===== src/rtl/toy_uart_pkg.sv =====
// Shared definitions for the toy UART receiver and transmitter.
package toy_uart_pkg;

    localparam int DATA_BITS        = 8;
    localparam int BAUD_DIV_DEFAULT = 2604;

    typedef enum logic [1:0] {
        ST_IDLE,
        ST_START,
        ST_DATA,
        ST_STOP
    } rx_state_t;

endpackage


===== src/rtl/toy_sync_fifo.sv =====
// Single-clock first-word-fall-through FIFO.
module toy_sync_fifo #(
    parameter int WIDTH = 8,
    parameter int DEPTH = 4
) (
    input  logic             i_clk,
    input  logic             i_rst,
    input  logic             push,
    input  logic [WIDTH-1:0] wdata,
    input  logic             pop,
    output logic [WIDTH-1:0] rdata,
    output logic             full,
    output logic             empty,
    output logic [$clog2(DEPTH):0] count
);

    localparam int AW = $clog2(DEPTH);
    localparam logic [AW-1:0] PSTEP = AW'(1);
    localparam logic [AW:0]   CSTEP = (AW+1)'(1);
    localparam logic [AW:0]   CFULL = (AW+1)'(DEPTH);

    logic [WIDTH-1:0] mem [DEPTH];
    logic [AW-1:0]    wr_ptr;
    logic [AW-1:0]    rd_ptr;
    logic             do_pop;
    logic             do_push;

    assign full    = (count == CFULL);
    assign empty   = (count == '0);
    assign do_pop  = pop & ~empty;
    // A pop frees the slot this cycle, so a full FIFO still takes the push.
    assign do_push = push & (~full | do_pop);
    assign rdata   = empty ? '0 : mem[rd_ptr];

    always_ff @(posedge i_clk) begin
        if (do_push) begin
            mem[wr_ptr] <= wdata;
        end
    end

    always_ff @(posedge i_clk) begin
        if (i_rst) begin
            wr_ptr <= '0;
            rd_ptr <= '0;
            count  <= '0;
        end else begin
            if (do_push) begin
                wr_ptr <= wr_ptr + PSTEP;
            end
            if (do_pop) begin
                rd_ptr <= rd_ptr + PSTEP;
            end
            unique case ({do_push, do_pop})
                2'b10:   count <= count + CSTEP;
                2'b01:   count <= count - CSTEP;
                default: count <= count;
            endcase
        end
    end

endmodule


===== src/rtl/toy_uart_rx.sv =====
// 8N1 UART receiver with a small FWFT byte FIFO and error pulses.
module toy_uart_rx
    import toy_uart_pkg::*;
#(
    parameter int BAUD_DIV   = BAUD_DIV_DEFAULT,
    parameter int FIFO_DEPTH = 4
) (
    input  logic       i_clk,
    input  logic       i_rst,
    input  logic       i_rx,
    output logic [7:0] o_data,
    output logic       o_valid,
    input  logic       i_ready,
    output logic       o_frame_err,
    output logic       o_overrun
);

    localparam int CW = $clog2(BAUD_DIV);
    localparam int BW = $clog2(DATA_BITS);
    localparam int FW = $clog2(FIFO_DEPTH);
    localparam logic [CW-1:0] HALF   = CW'(BAUD_DIV / 2 - 1);
    localparam logic [CW-1:0] RELOAD = CW'(BAUD_DIV - 1);
    localparam logic [CW-1:0] CSTEP  = CW'(1);
    localparam logic [BW-1:0] BSTEP  = BW'(1);
    localparam logic [BW-1:0] LAST   = BW'(DATA_BITS - 1);

    rx_state_t            state;
    logic                 sync1;
    logic                 sync;
    logic                 prev;
    logic [CW-1:0]        cnt;
    logic [BW-1:0]        bit_idx;
    logic [DATA_BITS-1:0] shift;
    logic                 tick;
    logic                 fall;
    logic                 push_req;
    logic                 fifo_full;
    logic                 fifo_empty;
    logic [FW:0]          fifo_count;

    always_ff @(posedge i_clk) begin
        if (i_rst) begin
            sync1 <= 1'b1;
            sync  <= 1'b1;
            prev  <= 1'b1;
        end else begin
            sync1 <= i_rx;
            sync  <= sync1;
            prev  <= sync;
        end
    end

    assign fall     = prev & ~sync;
    assign tick     = (cnt == '0);
    assign push_req = ~i_rst & (state == ST_STOP) & tick & sync;

    always_ff @(posedge i_clk) begin
        if (i_rst) begin
            state       <= ST_IDLE;
            cnt         <= '0;
            bit_idx     <= '0;
            shift       <= '0;
            o_frame_err <= 1'b0;
        end else begin
            o_frame_err <= 1'b0;
            if (state != ST_IDLE) begin
                cnt <= tick ? RELOAD : cnt - CSTEP;
            end
            unique case (state)
                ST_IDLE: begin
                    // First sample lands mid-start-bit.
                    if (fall) begin
                        cnt   <= HALF;
                        state <= ST_START;
                    end
                end
                ST_START: begin
                    if (tick) begin
                        bit_idx <= '0;
                        state   <= sync ? ST_IDLE : ST_DATA;
                    end
                end
                ST_DATA: begin
                    if (tick) begin
                        shift   <= {sync, shift[DATA_BITS-1:1]};
                        bit_idx <= bit_idx + BSTEP;
                        if (bit_idx == LAST) begin
                            state <= ST_STOP;
                        end
                    end
                end
                ST_STOP: begin
                    if (tick) begin
                        o_frame_err <= ~sync;
                        state       <= ST_IDLE;
                    end
                end
                default: state <= ST_IDLE;
            endcase
        end
    end

    assign o_valid   = ~fifo_empty;
    assign o_overrun = push_req & fifo_full & ~i_ready;

    toy_sync_fifo #(
        .WIDTH (8),
        .DEPTH (FIFO_DEPTH)
    ) u_fifo (
        .i_clk (i_clk),
        .i_rst (i_rst),
        .push  (push_req),
        .wdata (shift),
        .pop   (i_ready),
        .rdata (o_data),
        .full  (fifo_full),
        .empty (fifo_empty),
        .count (fifo_count)
    );

endmodule


===== config.mk =====
export PLATFORM = sky130hd
export DESIGN_NAME = toy_uart_rx
export DESIGN_NICKNAME = d
export VERILOG_FILES = /design/src/rtl/toy_uart_pkg.sv /design/src/rtl/toy_sync_fifo.sv /design/src/rtl/toy_uart_rx.sv
export SDC_FILE = /design/constraint.sdc
export NUM_CORES = 1
export LEC_CHECK = 0
export ABC_AREA = 1
export BUFFER_PORTS_ARGS = -buffer_cell sky130_fd_sc_hd__buf_2
export CELL_PAD_IN_SITES_DETAIL_PLACEMENT = 0
export CELL_PAD_IN_SITES_GLOBAL_PLACEMENT = 2
export CORE_MARGIN = 8
export CORE_UTILIZATION = 41
export DETAILED_ROUTE_END_ITERATION = 6
export PLACE_DENSITY_LB_ADDON = 0.1
export SYNTH_ARGS = -nofsm -noshare
export SYNTH_HDL_FRONTEND = slang
export SYNTH_HIERARCHICAL = 1
export SYNTH_SLANG_ARGS = --single-unit
export TNS_END_PERCENT = 20

===== constraint.sdc =====
create_clock -name i_clk -period 4 [get_ports i_clk]
set_clock_uncertainty 0.15 [all_clocks]
set_input_delay 0.2 -clock i_clk [delete_from_list [all_inputs] [get_ports i_clk]]
set_output_delay 0.2 -clock i_clk [all_outputs]
set_load 0.01 [all_outputs]

==> flow_metrics.env <==
export IMPL_io_pins=15
export IMPL_grt_ovfl_total=0
export IMPL_wire_per_inst_microns=13.2
export IMPL_postPlaceCellArea_sq_mm=0.00333
export IMPL_finalCritPeriodShare_pct=67.9
export IMPL_ys_warnings_count=6
export IMPL_cts_path_max_buffers=2
export IMPL_cts_tree="done"
export IMPL_synth_distinct_cells=28
export IMPL_setup_viol=0
export IMPL_finalNonFillerCells=483
export IMPL_max_slew_margin_pct=42.3
export IMPL_rsz0062_at_grt="false"
export IMPL_critPathCaptureType="register"
export IMPL_dpl_hpwl_microns=4730
export IMPL_slew_violations=0
export IMPL_synth_area_sq_mm=0.00323
export IMPL_drive_above_1_share_pct=17.3
export IMPL_leakage_nw=1.50
export IMPL_synth_area_top_cells="edfxtp_1 (30%), dfxtp_1 (24%), nor2_1 (6.0%), nand2_1 (5.8%), inv_1 (4.9%)"
export IMPL_start_util_pct=42.0
export IMPL_clock_fmax_mhz=368
export IMPL_die_w_microns=105
export IMPL_antenna_left=0
export IMPL_seq_area_frac_synth_pct=53.4
export IMPL_required_ns=3.82
export IMPL_postRouteWirelength_microns=6360
export IMPL_fin_area_sq_mm=0.00363
export IMPL_first_pass_iters=4
export IMPL_ys_seq_elements=70
export IMPL_r2r_setup_slack_ns=1.28
export IMPL_endpoint="u_fifo/mem[0][5]"
export IMPL_grt_pass1_wl_microns=10900
export IMPL_crit_arrival_ns=2.53
export IMPL_grt_util_all_layers_pct=12.4
export IMPL_drt_iter0_drc=60
export IMPL_crit_fanout=12
export IMPL_synth_area_per_cell_sq_um=9.01
export IMPL_vias=2267
export IMPL_grt_pass1_vias=2291
export IMPL_nets=390
export IMPL_grt_max_degree=18
export IMPL_ir_drop_mv=0.294
export IMPL_maxCapViolations=0
export IMPL_cts_buffers=9
export IMPL_fp_row_count=32
export IMPL_crit_path_start_kind="register"
export IMPL_core_area_sq_mm=0.00769
export IMPL_synth_area_leader_cell="edfxtp_1"
export IMPL_totalNegativeSetupSlack_ns=0
export IMPL_fp_dieH_microns=105
export IMPL_area_growth_syn_to_layout_pct=12.5
export IMPL_synth_top_cell_area_share_pct=29.8
export IMPL_avgViaCountPerCell=4.69
export IMPL_criticalPathCategory="register to register"
export IMPL_clock_sinks=70
export IMPL_finalHoldViolCount=0
export IMPL_h_tree_depth=3
export IMPL_drc_errors=0
export IMPL_antenna_found_initial=0
export IMPL_r2r_start="cnt[0]"
export IMPL_gp_congestion=0.749
export IMPL_clk_pin_slew_ns=0.08
export IMPL_syn_instance_count=358
export IMPL_startpoint="cnt[0]"
export IMPL_synth_nets=372
export IMPL_tightestPinTransition_ns=0.864
export IMPL_reg2reg_to="u_fifo/mem[0][5]"
export IMPL_power_total_mw=2.41
export IMPL_hp_class="primary input to register"
export IMPL_die_area_sq_mm=0.0110
export IMPL_fin_crit_ns=2.72
export IMPL_cellPowerDensity_mw_per_mm2=665
export IMPL_dpl_cell_count=466
export IMPL_reg2reg_depth=10
export IMPL_status="finished clean"
export IMPL_antenna_cells=0
export IMPL_cts_setup_buffers=0
export IMPL_root_buffer="clkbuf_8"
export IMPL_final_util_pct=47.2
export IMPL_clk_latency_ns=0.34
export IMPL_io_buffers=14
-- cells by family (layout without fill, tap and decap cells) --
| group | after synthesis | in the layout | synth area share, % |
|---|---|---|---|
| buffers and inverters | 59 | 82 | 8.92 |
| AND/OR/NAND/NOR | 156 | 156 | 23.4 |
| flip-flops | 70 | 70 | 53.4 |
| XOR/XNOR | 2 | 2 | 0.543 |
| AO/OA/AOI/OAI | 61 | 61 | 9.65 |
| adder cells (fa/ha/maj) | 10 | 10 | 4.11 |
-- Yosys cell counts --
cell,n
buf_12,2
nand3_1,14
fa_1,1
a31oi_1,2
or2_2,2
dfxtp_1,38
ha_1,9
xor2_1,2
nand2_2,2
buf_6,4
nand2_1,50
nor3_1,10
nor2_4,8
nand4_1,3
nor2_1,52
nand3_2,2
edfxtp_1,32
clkbuf_1,1
nor3b_2,1
o21ai_0,23
nand3_4,1
buf_4,1
o21ai_1,11
a21oi_1,22
o22ai_1,3
nor2_2,11
inv_1,42
inv_2,9
-- power breakdown --
group          internal (mW)  total, mW  switching (mW)
Clock                  0.545      0.820           0.275
Sequential             0.828      0.905          0.0770
Combinational          0.223      0.689           0.466
Total                   1.60       2.41           0.818
-- sequential cells by signal, indices dropped and copies added (netlist names), named ones only --
register	count
u_fifo/wr_ptr	2
prev	1
sync1	1
bit_idx	3
cnt	12
u_fifo/mem	32
u_fifo/count	3
shift	8
sync	1
state	1
u_fifo/rd_ptr	2
o_frame_err	1
-- cell type report --
cell class | count | area (sq um)
Inverter | 51 | 191
Timing Repair Buffer | 15 | 80.1
Multi-Input combinational cell | 229 | 1220
Clock buffer | 9 | 124
Sequential cell | 70 | 1720
Tap cell | 102 | 128
Clock inverter | 7 | 168
Fill cell | 788 | 4060
-- repair_timing --
action                    4_1_cts  5_1_grt
hold endpoints to repair        1        0
gates resized for setup         0        0
hold buffers                    1        0
-- worst min-delay path by stage --
stage,slack [ns],end,from,cells after the start
4_1_cts,0.04,u_fifo/rd_ptr[1],i_ready,3
2_1_floorplan,0.13,register,i_rst,1
3_5_place_dp,0.24,sync1,i_rx,2
5_1_grt,0.05,u_fifo/rd_ptr[1],i_ready,3
3_3_place_gp,0.24,sync1,i_rx,2
6_report,0.06,register,i_ready,3
-- cell usage in the layout, fill, tap and decap left out, types with 11 or more instances in the layout --
cell and instances:
dfxtp_1 38, nor2_2 11, o21ai_1 11, buf_2 14, nand3_1 14, nand2_1 50
edfxtp_1 32, a21oi_1 22, nor2_1 52, inv_1 42, o21ai_0 23
-- metrics by stage --
| step | hold WS [ns] | setup WS (ns) |
|---|---|---|
| finish | 0.0587 | 1.28 |
| global route | 0.0550 | 0.949 |
| CTS | 0.0412 | 1.27 |
| detailed placement | 0.243 | 1.30 |
| global placement | 0.236 | 1.36 |
| floorplan | 0.128 | 1.58 |
-- worst max-delay path: stages (launching register included) --
cell     delay [ns]
dfxtp_1        0.31
inv_1          0.14
ha_1           0.17
nand2_1        0.05
nor2_1         0.16
nand3_2        0.30
inv_2          0.12
nand3_2        0.08
inv_1          0.12
nand2_1        0.15
nor2_1         0.59
-- layer usage --
| metal | track usage [%] | up-vias | part of all wire, % |
|---|---|---|---|
| li1 | - | 1200 | - |
| met1 | 14.4 | 1033 | 48 |
| met2 | 21.0 | 23 | 47 |
| met3 | 2.83 | 11 | 2.6 |
| met4 | 6.73 | 0 | 2.3 |
| met5 | 0 | - | 0 |
Power figures use the tool's default switching activity.
